$ cat src/rtl/ariane_pkg.sv
// Shared processor types used by the writeback path.
//   TRANS_ID_BITS : width of a scoreboard entry ID
//   NR_WB_PORTS   : number of scoreboard writeback ports
//   exception_t   : exception record carried alongside every result
//   wb_port_t     : one writeback port as seen by the scoreboard
package ariane_pkg;

  localparam int unsigned NR_SB_ENTRIES = 8;
  localparam int unsigned TRANS_ID_BITS = $clog2(NR_SB_ENTRIES);
  localparam int unsigned NR_WB_PORTS   = 3;

  // Exception cause codes used by the functional units.
  localparam logic [63:0] INSTR_ADDR_MISALIGNED = 64'h0;
  localparam logic [63:0] INSTR_ACCESS_FAULT    = 64'h1;
  localparam logic [63:0] ILLEGAL_INSTR         = 64'h2;
  localparam logic [63:0] BREAKPOINT            = 64'h3;
  localparam logic [63:0] LD_ADDR_MISALIGNED    = 64'h4;
  localparam logic [63:0] LD_ACCESS_FAULT       = 64'h5;
  localparam logic [63:0] ST_ADDR_MISALIGNED    = 64'h6;
  localparam logic [63:0] ST_ACCESS_FAULT       = 64'h7;

  typedef struct packed {
    logic [63:0] cause;
    logic [63:0] tval;
    logic        valid;
  } exception_t;

  typedef struct packed {
    logic                     valid;
    logic [TRANS_ID_BITS-1:0] trans_id;
    logic [63:0]              result;
    exception_t               ex;
  } wb_port_t;

endpackage

$ cat src/rtl/rr_multi_select.sv
// Multi-grant round-robin selector.
// Scans requesters starting at rr_i (wrapping at NR_REQ-1 -> 0) and grants
// the first NR_PORTS valid ones. Purely combinational.
//   flush_i     : suppress all grants and force the next pointer to 0
//   valid_i     : per-requester pending flag
//   rr_i        : current round-robin pointer (must be < NR_REQ)
//   grant_o     : per-requester grant
//   sel_valid_o : port p carries a granted requester
//   sel_idx_o   : requester index placed on port p, in scan order
//   rr_next_o   : pointer for the next cycle
module rr_multi_select #(
  parameter int unsigned NR_REQ   = 5,
  parameter int unsigned NR_PORTS = 3,
  parameter int unsigned IDX_W    = (NR_REQ > 1) ? $clog2(NR_REQ) : 1
) (
  input  logic                               flush_i,
  input  logic [NR_REQ-1:0]                  valid_i,
  input  logic [IDX_W-1:0]                   rr_i,
  output logic [NR_REQ-1:0]                  grant_o,
  output logic [NR_PORTS-1:0]                sel_valid_o,
  output logic [NR_PORTS-1:0][IDX_W-1:0]     sel_idx_o,
  output logic [IDX_W-1:0]                   rr_next_o
);

  localparam int unsigned CNT_W = $clog2(NR_PORTS + 1);

  localparam logic [IDX_W:0]   NR_REQ_C   = (IDX_W+1)'(NR_REQ);
  localparam logic [IDX_W-1:0] LAST_IDX_C = IDX_W'(NR_REQ - 1);
  localparam logic [CNT_W-1:0] NR_PORTS_C = CNT_W'(NR_PORTS);

  logic [IDX_W:0]   sum;
  logic [IDX_W-1:0] idx;
  logic [IDX_W-1:0] last_idx;
  logic [CNT_W-1:0] cnt;
  logic             any_grant;

  always_comb begin
    grant_o     = '0;
    sel_valid_o = '0;
    sel_idx_o   = '0;
    rr_next_o   = rr_i;
    sum         = '0;
    idx         = '0;
    last_idx    = '0;
    cnt         = '0;
    any_grant   = 1'b0;

    for (int j = 0; j < int'(NR_REQ); j++) begin
      // rr_i < NR_REQ and j < NR_REQ, so a single subtraction wraps the sum.
      sum = {1'b0, rr_i} + (IDX_W+1)'(j);
      if (sum >= NR_REQ_C) begin
        sum = sum - NR_REQ_C;
      end
      idx = sum[IDX_W-1:0];

      if (!flush_i && valid_i[idx] && (cnt < NR_PORTS_C)) begin
        grant_o[idx]     = 1'b1;
        sel_valid_o[cnt] = 1'b1;
        sel_idx_o[cnt]   = idx;
        cnt              = cnt + CNT_W'(1);
        last_idx         = idx;
        any_grant        = 1'b1;
      end
    end

    if (flush_i) begin
      rr_next_o = '0;
    end else if (any_grant) begin
      rr_next_o = (last_idx == LAST_IDX_C) ? '0 : last_idx + IDX_W'(1);
    end
  end

endmodule

$ cat src/rtl/wb_arbiter.sv
// Writeback arbiter: merges NR_REQ functional-unit results onto NR_PORTS
// scoreboard writeback ports with round-robin fairness and one cycle of
// registered latency.
//   clk_i, rst_i   : clock, asynchronous active-high reset
//   flush_i        : drop all grants this cycle, clear ports, pointer -> 0
//   valid_i        : per-requester result pending
//   trans_id_i     : per-requester scoreboard ID
//   result_i       : per-requester 64-bit result
//   ex_i           : per-requester exception
//   ready_o        : per-requester grant (combinational, same cycle)
//   wb_valid_o     : per-port writeback valid (registered)
//   wb_trans_id_o  : per-port scoreboard ID
//   wb_result_o    : per-port result
//   wb_ex_o        : per-port exception
module wb_arbiter
  import ariane_pkg::*;
#(
  parameter int unsigned NR_REQ   = 5,
  parameter int unsigned NR_PORTS = ariane_pkg::NR_WB_PORTS
) (
  input  logic                                        clk_i,
  input  logic                                        rst_i,
  input  logic                                        flush_i,
  input  logic [NR_REQ-1:0]                           valid_i,
  input  logic [NR_REQ-1:0][TRANS_ID_BITS-1:0]        trans_id_i,
  input  logic [NR_REQ-1:0][63:0]                     result_i,
  input  exception_t [NR_REQ-1:0]                     ex_i,
  output logic [NR_REQ-1:0]                           ready_o,
  output logic [NR_PORTS-1:0]                         wb_valid_o,
  output logic [NR_PORTS-1:0][TRANS_ID_BITS-1:0]      wb_trans_id_o,
  output logic [NR_PORTS-1:0][63:0]                   wb_result_o,
  output exception_t [NR_PORTS-1:0]                   wb_ex_o
);

  localparam int unsigned IDX_W = (NR_REQ > 1) ? $clog2(NR_REQ) : 1;

  logic [IDX_W-1:0]              rr_q, rr_d;
  wb_port_t [NR_PORTS-1:0]       wb_q, wb_d;

  logic [NR_REQ-1:0]             grant;
  logic [NR_PORTS-1:0]           sel_valid;
  logic [NR_PORTS-1:0][IDX_W-1:0] sel_idx;

  rr_multi_select #(
    .NR_REQ   (NR_REQ),
    .NR_PORTS (NR_PORTS),
    .IDX_W    (IDX_W)
  ) i_rr_multi_select (
    .flush_i     (flush_i),
    .valid_i     (valid_i),
    .rr_i        (rr_q),
    .grant_o     (grant),
    .sel_valid_o (sel_valid),
    .sel_idx_o   (sel_idx),
    .rr_next_o   (rr_d)
  );

  // Grants are hidden while reset is held so no requester retires a result
  // that the registers are about to discard.
  assign ready_o = rst_i ? '0 : grant;

  // Unused ports are driven all-zero rather than holding stale payload.
  always_comb begin
    wb_d = '0;
    for (int p = 0; p < int'(NR_PORTS); p++) begin
      if (sel_valid[p]) begin
        wb_d[p].valid    = 1'b1;
        wb_d[p].trans_id = trans_id_i[sel_idx[p]];
        wb_d[p].result   = result_i[sel_idx[p]];
        wb_d[p].ex       = ex_i[sel_idx[p]];
      end
    end
  end

  always_ff @(posedge clk_i or posedge rst_i) begin
    if (rst_i) begin
      rr_q <= '0;
      wb_q <= '0;
    end else begin
      rr_q <= rr_d;
      wb_q <= wb_d;
    end
  end

  always_comb begin
    wb_valid_o    = '0;
    wb_trans_id_o = '0;
    wb_result_o   = '0;
    wb_ex_o       = '0;
    for (int p = 0; p < int'(NR_PORTS); p++) begin
      wb_valid_o[p]    = wb_q[p].valid;
      wb_trans_id_o[p] = wb_q[p].trans_id;
      wb_result_o[p]   = wb_q[p].result;
      wb_ex_o[p]       = wb_q[p].ex;
    end
  end

  ready_needs_valid: assert property (@(posedge clk_i) disable iff (rst_i)
    (ready_o & ~valid_i) == '0);

  flush_blocks_ready: assert property (@(posedge clk_i) disable iff (rst_i)
    flush_i |-> (ready_o == '0));

  grant_count_bounded: assert property (@(posedge clk_i) disable iff (rst_i)
    $countones(ready_o) <= NR_PORTS);

endmodule
$ cat config.mk
export PLATFORM = sky130hd
export DESIGN_NAME = wb_arbiter
export DESIGN_NICKNAME = d
export VERILOG_FILES = /design/src/rtl/ariane_pkg.sv /design/src/rtl/rr_multi_select.sv /design/src/rtl/wb_arbiter.sv
export SDC_FILE = /design/constraint.sdc
export NUM_CORES = 2
export LEC_CHECK = 0
export CAP_MARGIN = 20
export CORE_AREA = 2 2 614 616
export CTS_BUF_LIST = sky130_fd_sc_hd__clkbuf_4 sky130_fd_sc_hd__clkbuf_8 sky130_fd_sc_hd__clkbuf_16
export CTS_CLUSTER_DIAMETER = 120
export DETAILED_ROUTE_END_ITERATION = 10
export DIE_AREA = 0 0 616 618
export GPL_TIMING_DRIVEN = 0
export SLEW_MARGIN = 20
export SYNTH_ARGS = -nofsm -noshare
export SYNTH_HDL_FRONTEND = slang
export SYNTH_SLANG_ARGS = --single-unit
$ cat constraint.sdc
create_clock -name clk_i -period 27.1 [get_ports clk_i]
set_clock_uncertainty 0.15 [all_clocks]
set_input_delay 5.42 -clock clk_i [delete_from_list [all_inputs] [get_ports clk_i]]
set_output_delay 5.42 -clock clk_i [all_outputs]
set_load 0.02 [all_outputs]
==> impl_metrics.ini <==
[run_status]
outcome = completed

[cts]
clockRootBuffer = clkbuf_16
clock_latency_ns = 0.82
cts_setup_buffers = 0
clk_pin_slew_worst_paths_ns = 0.06
cts_hold_buf = 0
clock-sinks = 594
clock_path_buffers = 4
cts_htree_levels = 3
cts_tree = yes
cts_made_buffers = 98
cts_resized = 0

[place]
hpwl_um = 403000
numPortBuffers = 1581
dp_cells = 10768
placed_area_um2 = 64200
gp_congestion = 1.21

[sta]
slew_headroom_pct = 17.4
fin_crit_ns = 17.12
max_freq_ghz = 0.0584
final_max_slew_viol_count = 0
worst_pin_slew_ns = 1.24
rsz0062_at_grt = false
setup_viol = 0
fin_crit_sh_pct = 63.2
final_hold_viol_count = 0
setup_tns_ns = 0

[detailed_routing]
vias_per_cell = 4.64
finalWirelength_um = 481000
drt_iter0_drc = 6694
drc_errors = 0
antenna_left = 0
via_count = 51690
drt-pass1-iter-count = 8
wl_per_cell_um = 43.2

[min_path]
hold_path_class = reg2reg

[power_and_ir_drop]
power_leakage_nw = 25.4
ir_drop_mv = 0.159
p_per_area_nw_per_um2 = 207

[worst_setup_path]
cp_slowest_cell = a221oi_2
cp-start-kind = input port
rrSetupSlack_ns = 15.61
path_cells = clkdlybuf4s50_1, inv_1, a221oi_1, o21ai_0, a221oi_2, ha_1, a221oi_1, nand2_1, inv_1, fa_1, inv_1, a31oi_1, a21o_1, nand2_1, or3_1, a31oi_1, clkdlybuf4s50_1
cp_max_fo = 9
critPathRequiredTime_ns = 21.53
cp.arrival_ns = 11.55
endpoint_kind = output port
max_stage_delay_ns = 0.85
cpMostUsedCell = inv_1
path_class = in2out

[finish]
fin_area_um2 = 68000
stdcell_count = 11133
fillers = 41672
drive_above_1_share_pct = 10.5
final_util_pct = 18.2
final_nets = 6881
multi_input_area_um2 = 24400
area_growth_pct = 63.8
regArea_um2 = 14900

[global_routing]
antenna_found_initial = 300
grt_pass1_wl_um = 590000
grt_pass1_vias = 48425
overflow = 0
grt_start_max_net_pins = 92
globalRouteTotalUtil_pct = 24.1

[floorplan]
coreArea_um2 = 374000
die-area_um2 = 381000
start_util_pct = 11.1
ios = 1584
rows = 225
die_y_um = 618
fp.dieW_um = 616

[synthesis]
synthesis.nets = 5176
synth-seq-area-share_pct = 35.8
synth_ff_type = dfrtp_1
synth-warning-count = 0
syn_area_um2 = 41500
syn_inst = 4171
async_reset_ff_share_pct = 100
synth_edf_count = 0
synth.distinct_cells = 89
postSynthAreaPerCell_um2 = 9.95
synth-seq-cells = 594

[run]
maxCapViolCount = 0
final timing paths:
kind,start,endpoint,cells after the start
setup / recovery,valid_i[1],ready_o[3],17
hold / removal,rr_q[1],rr_q[1],3
setup reg to reg,rr_q[0],wb_ex_o[221],25
hold reg to reg,rr_q[1],rr_q[1],3
max in group asynchronous,rst_i,wb_result_o[88],6
min in group asynchronous,rst_i,rr_q[2],3
sequential cells by signal, summed over array words and instances, names as in the netlist:
| signal | count |
|---|---|
| wb_valid_o | 3 |
| wb_result_o | 192 |
| wb_trans_id_o | 9 |
| wb_ex_o | 387 |
| rr_q | 3 |
synth_stat cells (7+ instances only):
master | instances | area, um2
a211oi_1 | 7 | 52.6
a21o_1 | 204 | 1530
a21oi_1 | 22 | 110
a221oi_1 | 226 | 1980
a221oi_2 | 172 | 2580
a2bb2oi_1 | 196 | 1720
a31oi_1 | 9 | 56.3
and3_1 | 8 | 50.1
buf_1 | 21 | 78.8
buf_2 | 151 | 756
buf_4 | 27 | 203
buf_6 | 18 | 203
clkbuf_1 | 270 | 1010
dfrtp_1 | 594 | 14900
ha_1 | 14 | 175
inv_1 | 14 | 52.6
mux2i_1 | 798 | 7990
nand2_1 | 241 | 905
nand2b_1 | 14 | 87.6
nand3_1 | 397 | 1990
nor2_1 | 21 | 78.8
nor3_1 | 9 | 45.0
o21ai_0 | 408 | 2040
o221ai_1 | 200 | 1750
routing by layer:
metal  wire length, um  vias to the layer above  global-route usage, %
met1            171000                    25985                   26.4
li1                  -                    20132                      -
met3             62700                     1163                   11.8
met2            204000                     4256                   35.9
met5              1560                        -                   1.33
met4             42100                      154                   18.0
metrics by stage:
step	hold WS, ns	setup WS [ns]	power, mW
final	0.696	9.98	14.1
after global routing	0.765	9.78	14.4
after CTS	0.694	10.23	13.9
after detailed placement	0.685	10.22	12.5
after global placement	0.712	-6.89	12.5
after floorplan	0.568	4.91	7.03
critical path: cells and delay by family:
kind	cells	cell delay, ns
adder cells (fa/ha/maj)	2	1.16
buffers and inverters	5	1.85
AO/OA/AOI/OAI	7	2.28
AND/OR/NAND/NOR	3	0.84
where the power goes:
group / switching (mW) / total, mW / internal, mW
combinational: 7.82 / 11.3 / 3.51
clock: 0.562 / 1.34 / 0.781
sequential: 0.112 / 1.40 / 1.29
total: 8.50 / 14.1 / 5.58
cell families (layout without fill, tap and decap cells):
kind of cell,after synthesis,after routing,share of synthesized area [%]
AO/OA/AOI/OAI,1514,1514,30.1
XOR/XNOR,5,5,0.169
adder cells (fa/ha/maj),17,17,0.567
buffers and inverters,506,2282,5.60
flip-flops,594,594,35.8
multiplexers,806,806,19.5
other,0,192,0
AND/OR/NAND/NOR,729,729,8.26
area by class of cell:
cell class | instances | area share [%]
Sequential cell | 594 | 21.9
Clock inverter | 47 | 0.793
Tap cell | 4994 | 9.19
Multi-Input combinational cell | 3071 | 35.9
Antenna cell | 192 | 0.707
Timing Repair Buffer | 1605 | 24.0
Clock buffer | 124 | 4.06
Buffer | 487 | 3.38
Inverter | 19 | 0.116
layout by cell type, fill, tap and decap left out, types with 12 or more instances in the layout:
| cell type | Yosys | routed |
|---|---|---|
| clkdlybuf4s50_1 | 0 | 1580 |
| mux2i_1 | 798 | 798 |
| dfrtp_1 | 594 | 594 |
| o21ai_0 | 408 | 405 |
| nand3_1 | 397 | 397 |
| clkbuf_1 | 270 | 257 |
| nand2_1 | 241 | 241 |
| a221oi_1 | 226 | 226 |
| a21o_1 | 204 | 204 |
| o221ai_1 | 200 | 200 |
| a2bb2oi_1 | 196 | 196 |
| diode_2 | 0 | 192 |
| a221oi_2 | 172 | 172 |
| buf_2 | 151 | 150 |
| clkbuf_16 | 0 | 98 |
| buf_4 | 27 | 32 |
| a21oi_1 | 22 | 22 |
| nor2_1 | 21 | 21 |
| buf_1 | 21 | 21 |
| buf_6 | 18 | 19 |
| clkbuf_4 | 0 | 18 |
| clkbuf_8 | 0 | 18 |
| nand2b_1 | 14 | 14 |
| ha_1 | 14 | 14 |
| inv_1 | 14 | 13 |
| buf_16 | 0 | 13 |
| clkinv_4 | 0 | 12 |
No activity file was read; power rests on OpenSTA's default activity.
